`src/rtl/io_ctl_buf_pkg.sv`:
```
`default_nettype none
// ============================================================================
// Module      : io_pkg
// Description : Shared types and the data transform for the buffered UART
//               I/O controller (mode encodings, TX state enum, xform()).
// Revision    : 1.0 - initial release
// ============================================================================
package io_pkg;

  // Widest word xform() handles; DATA_W of the controller must not exceed it.
  localparam int XF_MAX_W = 64;

  typedef enum logic [1:0] {
    MODE_PASS  = 2'b00,
    MODE_INV   = 2'b01,
    MODE_REV   = 2'b10,
    MODE_UPPER = 2'b11
  } mode_e;

  typedef enum logic [1:0] {
    TX_IDLE = 2'b00,
    TX_SEND = 2'b01,
    TX_WAIT = 2'b10
  } tx_state_e;

  // Transform a word of 'width' valid bits (LSB-aligned in 'data').
  // Bits at and above 'width' in the result are don't-care for the caller.
  function automatic logic [XF_MAX_W-1:0] xform(input logic [XF_MAX_W-1:0] data,
                                                input int width,
                                                input mode_e mode);
    logic [XF_MAX_W-1:0] r;
    r = data;
    case (mode)
      MODE_INV: r = ~data;
      MODE_REV: begin
        r = '0;
        for (int i = 0; i < XF_MAX_W; i++) begin
          if (i < width) r[i] = data[width-1-i];
        end
      end
      MODE_UPPER: begin
        // Only the low byte is treated as ASCII; upper bits pass untouched.
        if (data[7:0] >= 8'h61 && data[7:0] <= 8'h7A) r[7:0] = data[7:0] - 8'h20;
      end
      default: r = data;
    endcase
    return r;
  endfunction

endpackage
`default_nettype wire

```
`src/rtl/io_ctl_buf_if.sv`:
```
`default_nettype none
// ============================================================================
// Module      : io_ctl_buf_if
// Description : Receiver / transmitter / status bundle of io_ctl_buf.
//               'slave' is the controller view, 'master' the environment view.
// Revision    : 1.0 - initial release
// ============================================================================
interface io_ctl_buf_if #(
  parameter int DATA_W = 8,
  parameter int DEPTH  = 16
);
  localparam int CNT_W = $clog2(DEPTH) + 1;

  logic              sw;
  logic [1:0]        mode;
  logic [DATA_W-1:0] din;
  logic              d_rdy;
  logic              rd;
  logic              tx_rdy;
  logic [DATA_W-1:0] dout;
  logic              tx_start;
  logic [CNT_W-1:0]  count;
  logic              full;
  logic              empty;
  logic              ovf;
  logic              ovf_clr;

  modport slave (
    input  sw, mode, din, d_rdy, tx_rdy, ovf_clr,
    output rd, dout, tx_start, count, full, empty, ovf
  );

  modport master (
    output sw, mode, din, d_rdy, tx_rdy, ovf_clr,
    input  rd, dout, tx_start, count, full, empty, ovf
  );
endinterface
`default_nettype wire

```
`src/rtl/io_ctl_buf_fifo.sv`:
```
`default_nettype none
// ============================================================================
// Module      : io_fifo
// Description : Synchronous FIFO, combinational head read. Push while full is
//               accepted only when a pop frees a slot at the same edge; pop
//               while empty is ignored (no bypass).
// Revision    : 1.0 - initial release
// ============================================================================
module io_fifo #(
  parameter int DATA_W = 8,
  parameter int DEPTH  = 16
) (
  input  wire logic                       clk,
  input  wire logic                       rst,
  input  wire logic                       push,
  input  wire logic                       pop,
  input  wire logic [DATA_W-1:0]          wdata,
  output logic      [DATA_W-1:0]          rdata,
  output logic      [$clog2(DEPTH):0]     count,
  output logic                            full,
  output logic                            empty
);
  localparam int ADDR_W = $clog2(DEPTH);
  localparam int CNT_W  = ADDR_W + 1;

  logic [DATA_W-1:0] mem [DEPTH];
  logic [ADDR_W-1:0] wr_ptr_q, wr_ptr_d;
  logic [ADDR_W-1:0] rd_ptr_q, rd_ptr_d;
  logic [CNT_W-1:0]  count_q, count_d;
  logic              w_do_push, w_do_pop;

  // Qualify requests against occupancy and advance pointers/count.
  always_comb begin
    w_do_pop  = pop & ~empty;
    w_do_push = push & (~full | w_do_pop);
    wr_ptr_d  = wr_ptr_q + ADDR_W'(w_do_push);
    rd_ptr_d  = rd_ptr_q + ADDR_W'(w_do_pop);
    count_d   = count_q + CNT_W'(w_do_push) - CNT_W'(w_do_pop);
  end

  // Pointer and occupancy state.
  always_ff @(posedge clk) begin
    if (rst) begin
      wr_ptr_q <= '0;
      rd_ptr_q <= '0;
      count_q  <= '0;
    end else begin
      wr_ptr_q <= wr_ptr_d;
      rd_ptr_q <= rd_ptr_d;
      count_q  <= count_d;
    end
  end

  // Storage array; contents need no reset since count gates every read.
  always_ff @(posedge clk) begin
    if (w_do_push) mem[wr_ptr_q] <= wdata;
  end

  assign rdata = mem[rd_ptr_q];
  assign count = count_q;
  assign full  = (count_q == CNT_W'(DEPTH));
  assign empty = (count_q == '0);

endmodule
`default_nettype wire

```
`src/rtl/io_ctl_buf.sv`:
```
`default_nettype none
// ============================================================================
// Module      : io_ctl_buf
// Description : Buffered UART I/O controller. Captures receiver words on the
//               rising edge of d_rdy into a FIFO, transforms each word at pop
//               time and hands it to the transmitter with a start/busy
//               handshake. Reports occupancy and a sticky overflow flag.
// Revision    : 1.0 - initial release
// ============================================================================
module io_ctl_buf
  import io_pkg::*;
#(
  parameter int DATA_W = 8,
  parameter int DEPTH  = 16
) (
  input wire logic    clk,
  input wire logic    rst,
  io_ctl_buf_if.slave bus
);
  localparam int CNT_W = $clog2(DEPTH) + 1;

  logic              d_rdy_q, d_rdy_d;
  logic              rd_q, rd_d;
  logic              ovf_q, ovf_d;
  logic              w_push_evt, w_pop, w_drop, w_fifo_push;
  logic [DATA_W-1:0] w_head, w_xf;
  logic [CNT_W-1:0]  w_count;
  logic              w_full, w_empty;

  tx_state_e         state_q;
  logic [DATA_W-1:0] dout_q;
  logic              tx_start_q;

  // RX edge detect, pop decision, overflow and transform of the head word.
  always_comb begin
    w_push_evt  = bus.d_rdy & ~d_rdy_q;
    w_pop       = (state_q == TX_IDLE) & bus.sw & ~w_empty & bus.tx_rdy;
    // A pop at the same edge frees a slot, so a full FIFO only drops
    // when nothing leaves.
    w_drop      = w_push_evt & w_full & ~w_pop;
    w_fifo_push = w_push_evt & ~w_drop;
    d_rdy_d     = bus.d_rdy;
    rd_d        = w_push_evt;
    ovf_d       = ovf_q;
    if (bus.ovf_clr) ovf_d = 1'b0;
    if (w_drop)      ovf_d = 1'b1;
    w_xf        = DATA_W'(xform(XF_MAX_W'(w_head), DATA_W, mode_e'(bus.mode)));
  end

  // RX handshake and status flops. d_rdy_q resets high so a level already
  // present when reset releases is not mistaken for a new word.
  always_ff @(posedge clk) begin
    if (rst) begin
      d_rdy_q <= 1'b1;
      rd_q    <= 1'b0;
      ovf_q   <= 1'b0;
    end else begin
      d_rdy_q <= d_rdy_d;
      rd_q    <= rd_d;
      ovf_q   <= ovf_d;
    end
  end

  // TX handshake FSM with registered strobe and data. WAIT holds until the
  // transmitter reports busy, so a lingering tx_rdy cannot restart it.
  always_ff @(posedge clk) begin
    if (rst) begin
      state_q    <= TX_IDLE;
      dout_q     <= '0;
      tx_start_q <= 1'b0;
    end else begin
      case (state_q)
        TX_IDLE: begin
          if (w_pop) begin
            state_q    <= TX_SEND;
            dout_q     <= w_xf;
            tx_start_q <= 1'b1;
          end
        end
        TX_SEND: begin
          state_q    <= TX_WAIT;
          tx_start_q <= 1'b0;
        end
        TX_WAIT: begin
          if (!bus.tx_rdy) state_q <= TX_IDLE;
        end
        default: begin
          state_q    <= TX_IDLE;
          tx_start_q <= 1'b0;
        end
      endcase
    end
  end

  io_fifo #(
    .DATA_W (DATA_W),
    .DEPTH  (DEPTH)
  ) u_fifo (
    .clk   (clk),
    .rst   (rst),
    .push  (w_fifo_push),
    .pop   (w_pop),
    .wdata (bus.din),
    .rdata (w_head),
    .count (w_count),
    .full  (w_full),
    .empty (w_empty)
  );

  assign bus.rd       = rd_q;
  assign bus.dout     = dout_q;
  assign bus.tx_start = tx_start_q;
  assign bus.count    = w_count;
  assign bus.full     = w_full;
  assign bus.empty    = w_empty;
  assign bus.ovf      = ovf_q;

endmodule
`default_nettype wire

```
`src/flat_wrapper.sv`:
```
// flat-port wrapper written by rule: the top's interface ports become plain ports
module io_ctl_buf_flat import io_pkg::*;
#(
  parameter int DATA_W = 8,
  parameter int DEPTH  = 16
)
  (clk, rst, bus_sw, bus_mode, bus_din, bus_d_rdy, bus_tx_rdy, bus_ovf_clr, bus_rd, bus_dout, bus_tx_start, bus_count, bus_full, bus_empty, bus_ovf);
  io_ctl_buf_if #(.DATA_W(DATA_W), .DEPTH(DEPTH)) bus_i ();
  input wire logic clk;
  input wire logic rst;
  input wire logic [$bits(bus_i.sw)-1:0] bus_sw;
  input wire logic [$bits(bus_i.mode)-1:0] bus_mode;
  input wire logic [$bits(bus_i.din)-1:0] bus_din;
  input wire logic [$bits(bus_i.d_rdy)-1:0] bus_d_rdy;
  input wire logic [$bits(bus_i.tx_rdy)-1:0] bus_tx_rdy;
  input wire logic [$bits(bus_i.ovf_clr)-1:0] bus_ovf_clr;
  output wire logic [$bits(bus_i.rd)-1:0] bus_rd;
  output wire logic [$bits(bus_i.dout)-1:0] bus_dout;
  output wire logic [$bits(bus_i.tx_start)-1:0] bus_tx_start;
  output wire logic [$bits(bus_i.count)-1:0] bus_count;
  output wire logic [$bits(bus_i.full)-1:0] bus_full;
  output wire logic [$bits(bus_i.empty)-1:0] bus_empty;
  output wire logic [$bits(bus_i.ovf)-1:0] bus_ovf;
  assign bus_i.sw = bus_sw;
  assign bus_i.mode = bus_mode;
  assign bus_i.din = bus_din;
  assign bus_i.d_rdy = bus_d_rdy;
  assign bus_i.tx_rdy = bus_tx_rdy;
  assign bus_i.ovf_clr = bus_ovf_clr;
  assign bus_rd = bus_i.rd;
  assign bus_dout = bus_i.dout;
  assign bus_tx_start = bus_i.tx_start;
  assign bus_count = bus_i.count;
  assign bus_full = bus_i.full;
  assign bus_empty = bus_i.empty;
  assign bus_ovf = bus_i.ovf;
  io_ctl_buf #(.DATA_W(DATA_W), .DEPTH(DEPTH)) u_core (.clk(clk), .rst(rst), .bus(bus_i));
endmodule
```
`config.mk`:
```
export PLATFORM = sky130hd
export DESIGN_NAME = io_ctl_buf_flat
export DESIGN_NICKNAME = d
export VERILOG_FILES = /design/src/rtl/io_ctl_buf_pkg.sv /design/src/rtl/io_ctl_buf_if.sv /design/src/rtl/io_ctl_buf_fifo.sv /design/src/rtl/io_ctl_buf.sv /design/src/flat_wrapper.sv
export SDC_FILE = /design/constraint.sdc
export NUM_CORES = 1
export LEC_CHECK = 0
export ABC_AREA = 1
export ABC_CLOCK_PERIOD_IN_PS = 2550
export CAP_MARGIN = 20
export CORE_MARGIN = 1
export CORE_UTILIZATION = 30
export DETAILED_ROUTE_END_ITERATION = 8
export GPL_TIMING_DRIVEN = 0
export MAX_ROUTING_LAYER = met4
export PLACE_DENSITY_LB_ADDON = 0.05
export SYNTH_ARGS = -nofsm -noshare
export SYNTH_HDL_FRONTEND = slang
export SYNTH_SLANG_ARGS = --single-unit
```
`constraint.sdc`:
```
create_clock -name clk -period 2.55 [get_ports clk]
set_input_delay 0.6375 -clock clk [delete_from_list [all_inputs] [get_ports clk]]
set_output_delay 0.6375 -clock clk [all_outputs]
set_load 0.02 [all_outputs]
```
==> qor.csv, run 1 <==
metric,value,unit
clkLatencyLatePin,420,ps
core,0.0220,mm^2
avgSynthCellArea,9.97,um^2
wl_per_cell,18.3,um
required,2590,ps
syn_inst,681,
die_h,152,um
grt_pass1_vias,4588,
ys_async_sr_fraction,0,%
setup_viol,0,
period_needed,2530,ps
ys_warn_count,0,
post-route-drc-count,3,
clockPowerShare,39.1,%
r2r_slack,110,ps
regArea,0.00439,mm^2
drt_wl_total,18800,um
drt-initial-drc-count,320,
overflow,0,
synth-edff-count,128,
p_int,5.16,mW
hold_class,flop to flop,
synth_cell_types,29,
cap_violations,0,
critPathArrivalTime,2570,ps
fin_util,37.9,%
power_frac_seq,39.7,%
power_density,866,mW/mm^2
synthFlopType,edfxtp_1,
p_sw_share,28.6,%
final_cell_mix,"nand2_1 (178), edfxtp_1 (128), inv_1 (80)",
synth_top_area_share,56.6,%
synth-seq-cells,155,
clkTransAtPathRegs,60,ps
finalMaxSlewViolations,0,
viasPerCell,4.66,
whs_endpoint,u_core.bus.tx_start$_SDFFE_PP0P_,
vias,4804,
failed_checks,DRC,
drive_gt1_share,14.1,%
ir_drop,0.000393,V
startpoint_type,input port,
antenna_left,0,
final_cells,1032,
worstSetupEndpointType,flop,
hold_start,u_core.bus.tx_start$_SDFFE_PP0P_,
placementRows,54,
grt_pass1_wl,28300,um
hold_viol,0,
grt.total_usage,17.3,%
cts_buffer_depth,2,
hpwlAfterDp,12600,um
cts_tree,done,
gp_routability_congestion,0.802,
min_path_cells,2,
fmax,395,MHz
die_w,152,um
place_inst,994,
synthToLayoutAreaGrowth,23.1,%
rr_worst_depth,9,
portBuffers,32,
fill_cells,2169,
fin_skew,8.12,ps
tightest_slew,975,ps
p_comb_share,21.2,%
multi_input_area,0.00206,mm^2
antenna_cells,0,
root_buffer,clkbuf_16,
final_common_cell,nand2_1,
yosys-top-cells-area,"edfxtp_1 (57%), nand2_1 (10%), dfxtp_1 (8.0%)",
slew_headroom,34.7,%
synth_fp_nets,709,
start_util,30.8,%
status,"finished, violations left",
drt_pass1_iterations,9,
path_max_fanout,8,
clock_sink_count,155,
dieArea,0.0232,mm^2
regToRegStartpoint,u_core.u_fifo.count[3]$_SDFF_PP0_,
grt_max_degree,17,
power.switching,2.07,mW
yosysSeqAreaShare,64.6,%
htree_levels,4,
rsz0062_at_grt,yes,
leakagePower,3.27,nW
antenna_found_initial,0,
critPathKind,input port to flop,
numCtsBuffers,17,
r2r_end,u_core.u_fifo.mem[14][0]$_DFFE_PP_,
fin_crit_sh,99.2,%
final_nets,767,
post-synth-top-area-cell,edfxtp_1,
cts_hold_buf,0,
netlist_area,0.00679,mm^2
io_pins,34,
state kept, by name (all words and copies together), names as in the netlist:
signal                  flops
u_core.bus.rd               1
u_core.bus.tx_start         1
u_core.bus.ovf              1
u_core.bus.dout             8
u_core.u_fifo.count         5
u_core.u_fifo.wr_ptr_q      4
u_core.u_fifo.mem         128
u_core.state_q              2
u_core.u_fifo.rd_ptr_q      4
u_core.d_rdy_q              1
worst max path at each step:
stage,start,to,slack [ps]
4_1_cts,bus_tx_rdy,u_core.u_fifo.mem[14][6]$_DFFE_PP_,-20
5_1_grt,bus_d_rdy,u_core.u_fifo.mem[14][6]$_DFFE_PP_,-100
3_5_place_dp,bus_tx_rdy,u_core.u_fifo.mem[12][3]$_DFFE_PP_,-950
6_report,bus_d_rdy,u_core.u_fifo.mem[14][0]$_DFFE_PP_,20
3_3_place_gp,bus_tx_rdy,u_core.u_fifo.mem[13][1]$_DFFE_PP_,-940
2_1_floorplan,u_core.u_fifo.count[2]$_SDFF_PP0_,u_core.u_fifo.count[4]$_SDFF_PP0_,2
worst max-delay path, cell delays in order:
cell             delay (ps)
clkdlybuf4s50_1         400
inv_1                   100
nor2_2                   40
inv_2                    90
nor4_4                   50
nor2_2                  150
buf_4                   160
nand3_1                 160
nor2_1                  780
metal layers:
layer	up-vias	routed length [um]	track usage (%)	share of wire [%]
met1	2299	9100	23.0	48
met3	14	666	2.59	3.5
met2	118	8850	27.3	47
met4	0	224	5.39	1.2
met5	-	0	-	0
li1	2373	-	-	-
cell usage after synthesis (5+ instances only):
| cell | number |
|---|---|
| nand3_1 | 75 |
| buf_2 | 19 |
| nand2_1 | 181 |
| a21oi_1 | 13 |
| a31oi_1 | 6 |
| inv_1 | 84 |
| nor2_1 | 68 |
| o22ai_1 | 5 |
| edfxtp_1 | 128 |
| o21ai_1 | 7 |
| o211ai_1 | 7 |
| dfxtp_1 | 27 |
| ha_1 | 11 |
| buf_6 | 5 |
| o21ai_0 | 21 |
power by group through the flow:
| stage | Sequential (mW) | Combinational [mW] | Clock, mW |
|---|---|---|---|
| after floorplan | 2.98 | 0.825 | 0 |
| after global placement | 2.92 | 1.40 | 0 |
| after detailed placement | 2.92 | 1.40 | 0 |
| after CTS | 2.87 | 1.49 | 2.87 |
| after global routing | 2.88 | 1.70 | 2.98 |
| final | 2.87 | 1.53 | 2.83 |
cell families after synthesis:
family / count (synthesis) / share of synthesized area [%]
compound gates: 62 / 5.20
xor+xnor: 4 / 0.516
fa+ha+maj: 12 / 2.32
buf+inv: 116 / 7.35
flops: 155 / 64.6
simple gates: 332 / 20.0
per-stage QoR:
stage / hold slack, ps / area, um^2 / power [mW] / setup slack (ps) / TNS (ps)
2_1_floorplan: 475 / 6810 / 3.81 / 2.28 / 0
3_5_place_dp: 459 / 7490 / 4.33 / -947 / -109810
3_3_place_gp: 450 / 7480 / 4.32 / -941 / -108620
4_1_cts: 468 / 8260 / 7.23 / -19.7 / -133
6_report: 469 / 8350 / 7.24 / 19.7 / 0
5_1_grt: 494 / 8350 / 7.57 / -96.5 / -1790
final cells by class:
| cell class | count | share of cell area (%) |
|---|---|---|
| sequential | 155 | 52.5 |
| multi-input combinational | 410 | 24.7 |
| clock buffer | 18 | 5.26 |
| timing repair buffer | 39 | 4.48 |
| tap | 280 | 4.19 |
| inverter | 88 | 3.98 |
| clock inverter | 14 | 2.61 |
| buffer | 28 | 2.25 |
repair_timing:
| item | 4_1_cts | 5_1_grt |
|---|---|---|
| setup buffers | 6 | 0 |
| setup endpoints to repair | 131 | 93 |
| resized for setup | 24 | 27 |
| pin swaps | 10 | 5 |
Power figures use the tool's default switching activity.
==> run 2, diff against run 1 <==
CORE_MARGIN = 5   (was 1)
==> run 2 against run 1 <==
The flow now finishes without violations. Clock power is 9.9% lower. Flip-flop and latch count stayed put. Design area is 1.2% lower. Clock skew hardly changed.
==> qor.csv, run 2 (synthesized netlist as in run 1, its figures left out) <==
metric,value,unit
rsz0062_at_grt,yes,
drt_pass1_iterations,5,
largest_reg_flops,128,
post-route-drc-count,0,
met3_length,777,um
fin_skew,8.24,ps
cts_tree,done,
wl_per_cell,18.4,um
whs,470,ps
grt_max_degree,17,
highest_layer,met4,
grt_pass1_wl,29500,um
io_pins,34,
synthToLayoutAreaGrowth,21.6,%
gp_routability_congestion,0.830,
portBuffers,32,
hold_class,flop to flop,
vias,4833,
hold_viol,0,
dp_slack,-944,ps
fin_util,36.8,%
clkLatencyLatePin,430,ps
m1WireLength,9150,um
antenna_cells,0,
clock_sink_count,155,
fmax,400,MHz
power_density,834,mW/mm^2
placementRows,55,
worstSetupEndpointType,flop,
dieArea,0.0257,mm^2
period_needed,2500,ps
fin_crit_sh,97.9,%
die_h,160,um
slew_headroom,32.5,%
core,0.0224,mm^2
critPathArrivalTime,2540,ps
numCtsBuffers,17,
regMostFlops,u_core.u_fifo.mem,
antenna_left,0,
cts_buffer_depth,2,
finalMaxSlewViolations,0,
cts_hold_buf,0,
wl_met2,8990,um
fill_cells,2235,
critPathKind,input port to flop,
final_cell_mix,"nand2_1 (177), edfxtp_1 (128), inv_1 (79)",
clkTransAtPathRegs,60,ps
hpwlAfterDp,12900,um
final_common_cell,nand2_1,
drive_gt1_share,13.5,%
grt.total_usage,15.8,%
required,2600,ps
startpoint_type,input port,
start_util,30.3,%
dpl_cell_area,0.00752,mm^2
leakagePower,3.29,nW
root_buffer,clkbuf_16,
ir_drop,0.000403,V
drt-initial-drc-count,271,
drt_wl_total,19200,um
status,"finished, final reports clean",
total_power,6.88,mW
viasPerCell,4.65,
grt_pass1_vias,4732,
die_w,160,um
final_nets,769,
tightest_slew,1010,ps
finalWorstSetupSlack,52.3,ps
path_max_fanout,8,
htree_levels,4,
setup_viol,0,
antenna_found_initial,0,
overflow,0,
design_area,0.00826,mm^2
cap_violations,0,
==> run 2: report_power, final <==
part           switching (mW)  internal [mW]  total, mW  leakage [nW]
combinational           0.929          0.540       1.47          1.61
sequential             0.0557           2.81       2.87          1.37
clock                    1.06           1.48       2.55         0.303
==> run 2: path summary, 6_finish.rpt <==
path | start | endpoint | slack [ps] | cells past startpoint
hold / removal | u_core.bus.dout[5]$_SDFFE_PP0P_ | u_core.bus.dout[5]$_SDFFE_PP0P_ | 470 | 2
hold reg to reg | u_core.bus.dout[5]$_SDFFE_PP0P_ | u_core.bus.dout[5]$_SDFFE_PP0P_ | 470 | 2
setup reg to reg | u_core.u_fifo.count[2]$_SDFF_PP0_ | u_core.u_fifo.count[4]$_SDFF_PP0_ | 150 | 17
setup / recovery | bus_d_rdy | u_core.u_fifo.mem[7][4]$_DFFE_PP_ | 50 | 8
==> run 2: layer usage <==
| metal | track usage [%] | vias to the layer above |
|---|---|---|
| li1 | - | 2382 |
| met1 | 21.0 | 2335 |
| met2 | 25.0 | 100 |
| met3 | 2.87 | 16 |
| met4 | 4.38 | 0 |
| met5 | - | - |
==> run 2: area by class of cell <==
type,instances,area (um^2),share of cell area [%]
Inverter,88,333,4.03
Clock buffer,22,528,6.40
Sequential cell,155,4390,53.1
Timing Repair Buffer,41,402,4.87
Multi-Input combinational cell,410,1990,24.2
Buffer,28,183,2.21
Tap cell,285,357,4.32
Clock inverter,10,72.6,0.879
==> run 2: timing repair <==
item,4_1_cts,5_1_grt
setup endpoints to repair,126,57
setup buffers,6,0
pin swaps,10,4
resized for setup,18,17
==> run 2: critical path, cell delays in order <==
cell	delay, ps
clkdlybuf4s50_1	450
inv_1	50
nor2_2	90
inv_2	70
nor2_4	130
buf_4	150
nand3_1	150
nor2_1	800
==> run 2: metrics by stage <==
stage | setup TNS (ps) | instances
final | 0 | 1039
after global routing | -1210 | 1039
after CTS | -433 | 1039
after detailed placement | -97660 | 1001
after global placement | -109130 | 998
after floorplan | 0 | 681
==> run 3, diff against run 2 <==
DONT_BUFFER_PORTS = 1   (was default)
==> run 3 against run 2 <==
Clock skew increased by 1.5 ps. Largest power group unchanged. Highest routed layer unchanged. Worst setup slack improved by 70 ps. Via count fell by 1.9%.
==> qor.csv, run 3 (synthesized netlist as in run 1, its figures left out) <==
metric,value,unit
status,"finished, final reports clean",
wl_per_cell,19.1,um
fin_crit_sh,95.2,%
drt_pass1_iterations,5,
tightest_slew,1010,ps
grt.total_usage,15.7,%
hpwlAfterDp,12900,um
period_needed,2430,ps
portBuffers,0,
fin_skew,9.72,ps
cts_buffer_depth,2,
total_power,6.85,mW
core,0.0224,mm^2
dieArea,0.0257,mm^2
max_stage_delay,380,ps
path_max_fanout,5,
final_common_cell,nand2_1,
design_area,0.00800,mm^2
grt_max_degree,17,
die_h,160,um
leakagePower,3.13,nW
cp_slowest_cell,dfxtp_4,
ir_drop,0.000390,V
hold_start,bus_din[7],
cap_violations,0,
finalWorstSetupSlack,123,ps
vias,4740,
cpMostUsedCell,ha_4,
cp.buffers_inverters,5,
numCtsBuffers,17,
antenna_found_initial,0,
start_util,30.3,%
crit_family,adder cells,
critPathArrivalTime,2790,ps
grt_pass1_vias,4577,
cts_tree,done,
gp_routability_congestion,0.808,
hold_viol,0,
largest_reg_flops,128,
clkLatencyLatePin,430,ps
regToRegStartpoint,u_core.u_fifo.count[2]$_SDFF_PP0_,
worstSetupEndpointType,flop,
hold_class,input port to flop,
drt_wl_total,19300,um
setup_viol,0,
slew_headroom,32.2,%
synthToLayoutAreaGrowth,17.8,%
power_density,856,mW/mm^2
final_nets,740,
antenna_left,0,
io_pins,34,
finalMaxSlewViolations,0,
die_w,160,um
dp_slack,-426,ps
htree_levels,4,
drt-initial-drc-count,381,
path_cells,inv_4 > ha_4 > nand2_4 > nor2_4 > inv_2 > nand2_4 > inv_4 > clkbuf_8 > ha_4 > inv_2 > ha_4 > fa_2 > nand2_2 > a21oi_2 > nor2_2 > o21ai_1 > a21oi_1,
final_cell_mix,"nand2_1 (177), edfxtp_1 (128), inv_1 (78)",
overflow,0,
startpoint,u_core.u_fifo.count[2]$_SDFF_PP0_,
root_buffer,clkbuf_16,
antenna_cells,0,
cts_hold_buf,0,
whs,306,ps
required,2910,ps
drive_gt1_share,14.1,%
post-route-drc-count,0,
startpoint_type,flop,
clkTransAtPathRegs,70,ps
regMostFlops,u_core.u_fifo.mem,
clock_sink_count,155,
placementRows,55,
rsz0062_at_grt,yes,
critPathKind,flop to flop,
grt_pass1_wl,29000,um
viasPerCell,4.70,
fmax,412,MHz
dpl_cell_area,0.00720,mm^2
[run 3: path summary, 6_finish.rpt]
kind	end	slack (ps)	cells past startpoint
setup / recovery	u_core.u_fifo.count[4]$_SDFF_PP0_	120	17
hold / removal	u_core.u_fifo.mem[2][7]$_DFFE_PP_	310	0
setup reg to reg	u_core.u_fifo.count[4]$_SDFF_PP0_	120	17
hold reg to reg	u_core.state_q[1]$_SDFFE_PP0P_	530	2
[run 3: final cells by class]
class                   instances  area [um^2]
multi-input cells             410         2030
inverters                      88          344
clock inverters                11          146
well taps                     285          357
plain buffers                  28          190
fillers                      2247        14400
repair buffers                 12         97.6
flip-flops and latches        155         4400
clock buffers                  20          437
[run 3: power by group]
group	switching, mW	internal (mW)
sequential	0.142	2.82
clock	1.03	1.53
combinational	0.847	0.469
total	2.02	4.82
[run 3: repair_timing]
action                     in CTS  in global routing
pin swaps                       8                  4
setup endpoints to repair     113                  3
buffers inserted                3                  6
gates resized for setup        32                 14
[run 3: routing by layer]
layer  vias up  part of all wire (%)  track usage, %
met5         -                     0               -
met4         0                   1.3            4.11
met3        20                   5.0            3.72
met2       112                    46            24.1
met1      2287                    48            21.1
li1       2321                     -               -
[run 3: metrics by stage]
step / std cells / TNS [ps] / util, %
2_1_floorplan: 681 / 0 / -
3_3_place_gp: 966 / -41570 / 32.0
3_5_place_dp: 969 / -33380 / 32.1
4_1_cts: 1003 / 0 / 35.3
5_1_grt: 1009 / -16.6 / 35.6
6_report: 1009 / 0 / 35.6
==> RTL edit (settings of run 2) <==
Re-encode `tx_state_e` (3 states) as one-hot, 3 bits wide.
--- a/src/rtl/io_ctl_buf_pkg.sv
+++ b/src/rtl/io_ctl_buf_pkg.sv
@@ -19,6 +19,6 @@
 
-  typedef enum logic [1:0] {
-    TX_IDLE = 2'b00,
-    TX_SEND = 2'b01,
-    TX_WAIT = 2'b10
+  typedef enum logic [2:0] {
+    TX_IDLE = 3'b001,
+    TX_SEND = 3'b010,
+    TX_WAIT = 3'b100
   } tx_state_e;
Formal check against the unedited RTL: same outputs for any inputs over 10 cycles, from zero or initial values and one cycle with rst high; not proved beyond that.
==> RTL edit against run 2 <==
Via count grew 2.9%. Setup slack improved by 0.0016 ns. Fmax about the same. Cell area up 1.7%. Sequential share of layout area shrank 0.52 points. Global-route usage rose by 0.56 points. Wire length grew 4.7%. Area after synthesis up 0.46%. Power rose by 3.1%. Combinational power grew 18%. Sequential cell count rose by 1. Largest power group unchanged.
==> RTL edit: results (changes against run 2) <==
Worst Max-Slew Pin Slew: 0.698 ns (-0.311 ns)
global placer's final weighted congestion: 0.814 (-2.0%)
status: finished, final reports clean
peak supply drop: 0.000426 V (+5.9%)
Worst Hold Class: in2reg
Leakage Power: 0.00328 µW (-0.20%)
pre-CTS WS: -0.862 ns (+0.0815 ns)
R2R Path Start: u_core.u_fifo.count[3]
filler instances: 2,263 (+1.3%)
Seq/Total Area, Yosys: 64.6% (about the same)
initial DRC count: 295 (+8.9%)
Net count, final: 777 (+1.0%)
syn_nets: 712 (+0.42%)
number of global-route vias before repair: 4,974 (+5.1%)
hold_sp: bus_d_rdy
register-to-register setup slack: 0.05 ns (-0.10 ns)
hpwl dp: 13,200 µm (+2.0%)
CP max-delay cell: fa_2
Clock transition at path regs: 0.07 ns
top area cells in the synthesized netlist: edfxtp_1, nand2_1, dfxtp_1, nand3_1, inv_1
Reg-to-Reg End: u_core.u_fifo.count[4]
Crit path largest cell delay: 0.40 ns (-0.40 ns)
Crit path max-delay family: adder cells
global-route wire length before repair: 30,500 µm (+3.4%)
Worst Hold Depth: 3 (+1)
hold slack final: 0.448 ns (-0.0216 ns)
adder-cell share of the synthesized area: 2.31% (-0.011 points)
gr usage total: 16.4% (+0.56 points)
Synth Area in XOR/XNOR: 0.385% (-0.13 points)
Net Switching: 2220 µW (+8.5%)
worst-path fanout max: 3 (-5)
DR vias/cell: 4.75 (+2.1%)
share of cells above drive strength 1: 16.4% (+2.9 points)
number of distinct library cells after synthesis: 30 (+3.4%)
compound-gate portion of the synthesized area: 5.52% (+0.32 points)
Hold Path Sink: u_core.d_rdy_q
DRT Wirelength: 20,100 µm (+4.7%)
Layout Skew: 0.00819 ns (-0.0000429 ns)
-- RTL edit: cell types whose count changed in the layout (fill, tap and decap cells not counted), moves of 5 or more --
cell	run 2	this run
nor2_1	56	50
a31oi_1	6	1
o22ai_1	5	0
a21oi_1	13	19
buf_4	6	14
inv_1	79	68
-- RTL edit: area by class of cell --
cell class              count  share of cell area [%]
well taps                 285                    4.25
clock buffers              17                    5.07
inverters                  82                    3.80
clock inverters            15                    1.62
plain buffers              26                    1.92
repair buffers             48                    5.47
multi-input cells         418                    25.3
flip-flops and latches    156                    52.6
-- RTL edit: cells by family (layout without fill, tap and decap cells) --
| kind of cell | after synthesis | in the layout |
|---|---|---|
| xor gates and xnor gates | 3 | 3 |
| AOI/OAI and AO/OA | 67 | 67 |
| and+or+nand+nor | 336 | 336 |
| adders and majority gates | 12 | 12 |
| DFF | 156 | 156 |
| buffers and inverters | 110 | 188 |
-- RTL edit: stage by stage --
step / instances / cell area [µm²] / setup TNS, ns
after floorplan: 684 / 6870 / 0
after global placement: 1001 / 7540 / -88.90
after detailed placement: 1002 / 7560 / -86.19
after CTS: 1036 / 8220 / -0.0243
after global routing: 1047 / 8400 / -0.409
final: 1047 / 8400 / 0
-- RTL edit: repair_timing --
item                       4_1_cts  5_1_grt
buffers inserted                 2       13
setup endpoints to repair      127       15
resized for setup               33       25
pin swaps                        5       13
gates cloned                     0        0
-- RTL edit: worst max path at each step --
| stage | start | end | slack, ns | depth (start not counted) |
|---|---|---|---|---|
| finish | u_core.u_fifo.count[3] | u_core.u_fifo.count[4] | 0.05 | 17 |
| floorplan | u_core.u_fifo.count[2] | u_core.u_fifo.count[4] | 0.01 | 17 |
| detailed placement | bus_tx_rdy | u_core.u_fifo.count[4] | -0.86 | 13 |
| global route | u_core.u_fifo.count[3] | u_core.u_fifo.count[4] | -0.09 | 17 |
| CTS | u_core.state_q[2] | u_core.u_fifo.count[4] | -0.02 | 15 |
| global placement | bus_tx_rdy | u_core.u_fifo.count[4] | -0.85 | 13 |
-- RTL edit: power by group through the flow --
stage	clock network [µW]	logic [µW]	registers (µW)
floorplan	0	922	3030
global placement	0	1560	2960
detailed placement	0	1570	2970
CTS	2490	1640	2920
global route	2600	1930	2930
finish	2440	1730	2920
-- RTL edit: tightest hold or removal path: cells and delay by family --
family | cells | cell delay, ns
buffers and inverters | 2 | 0.15
AND/OR/NAND/NOR | 1 | 0.05
-- RTL edit: per-layer routing --
| metal | track usage (%) | part of all wire [%] | wire length (µm) |
|---|---|---|---|
| met1 | 21.8 | 47 | 9430 |
| met2 | 25.6 | 48 | 9550 |
| met3 | 2.75 | 3.6 | 730 |
| met4 | 5.51 | 1.8 | 360 |
| met5 | - | 0 | 0 |
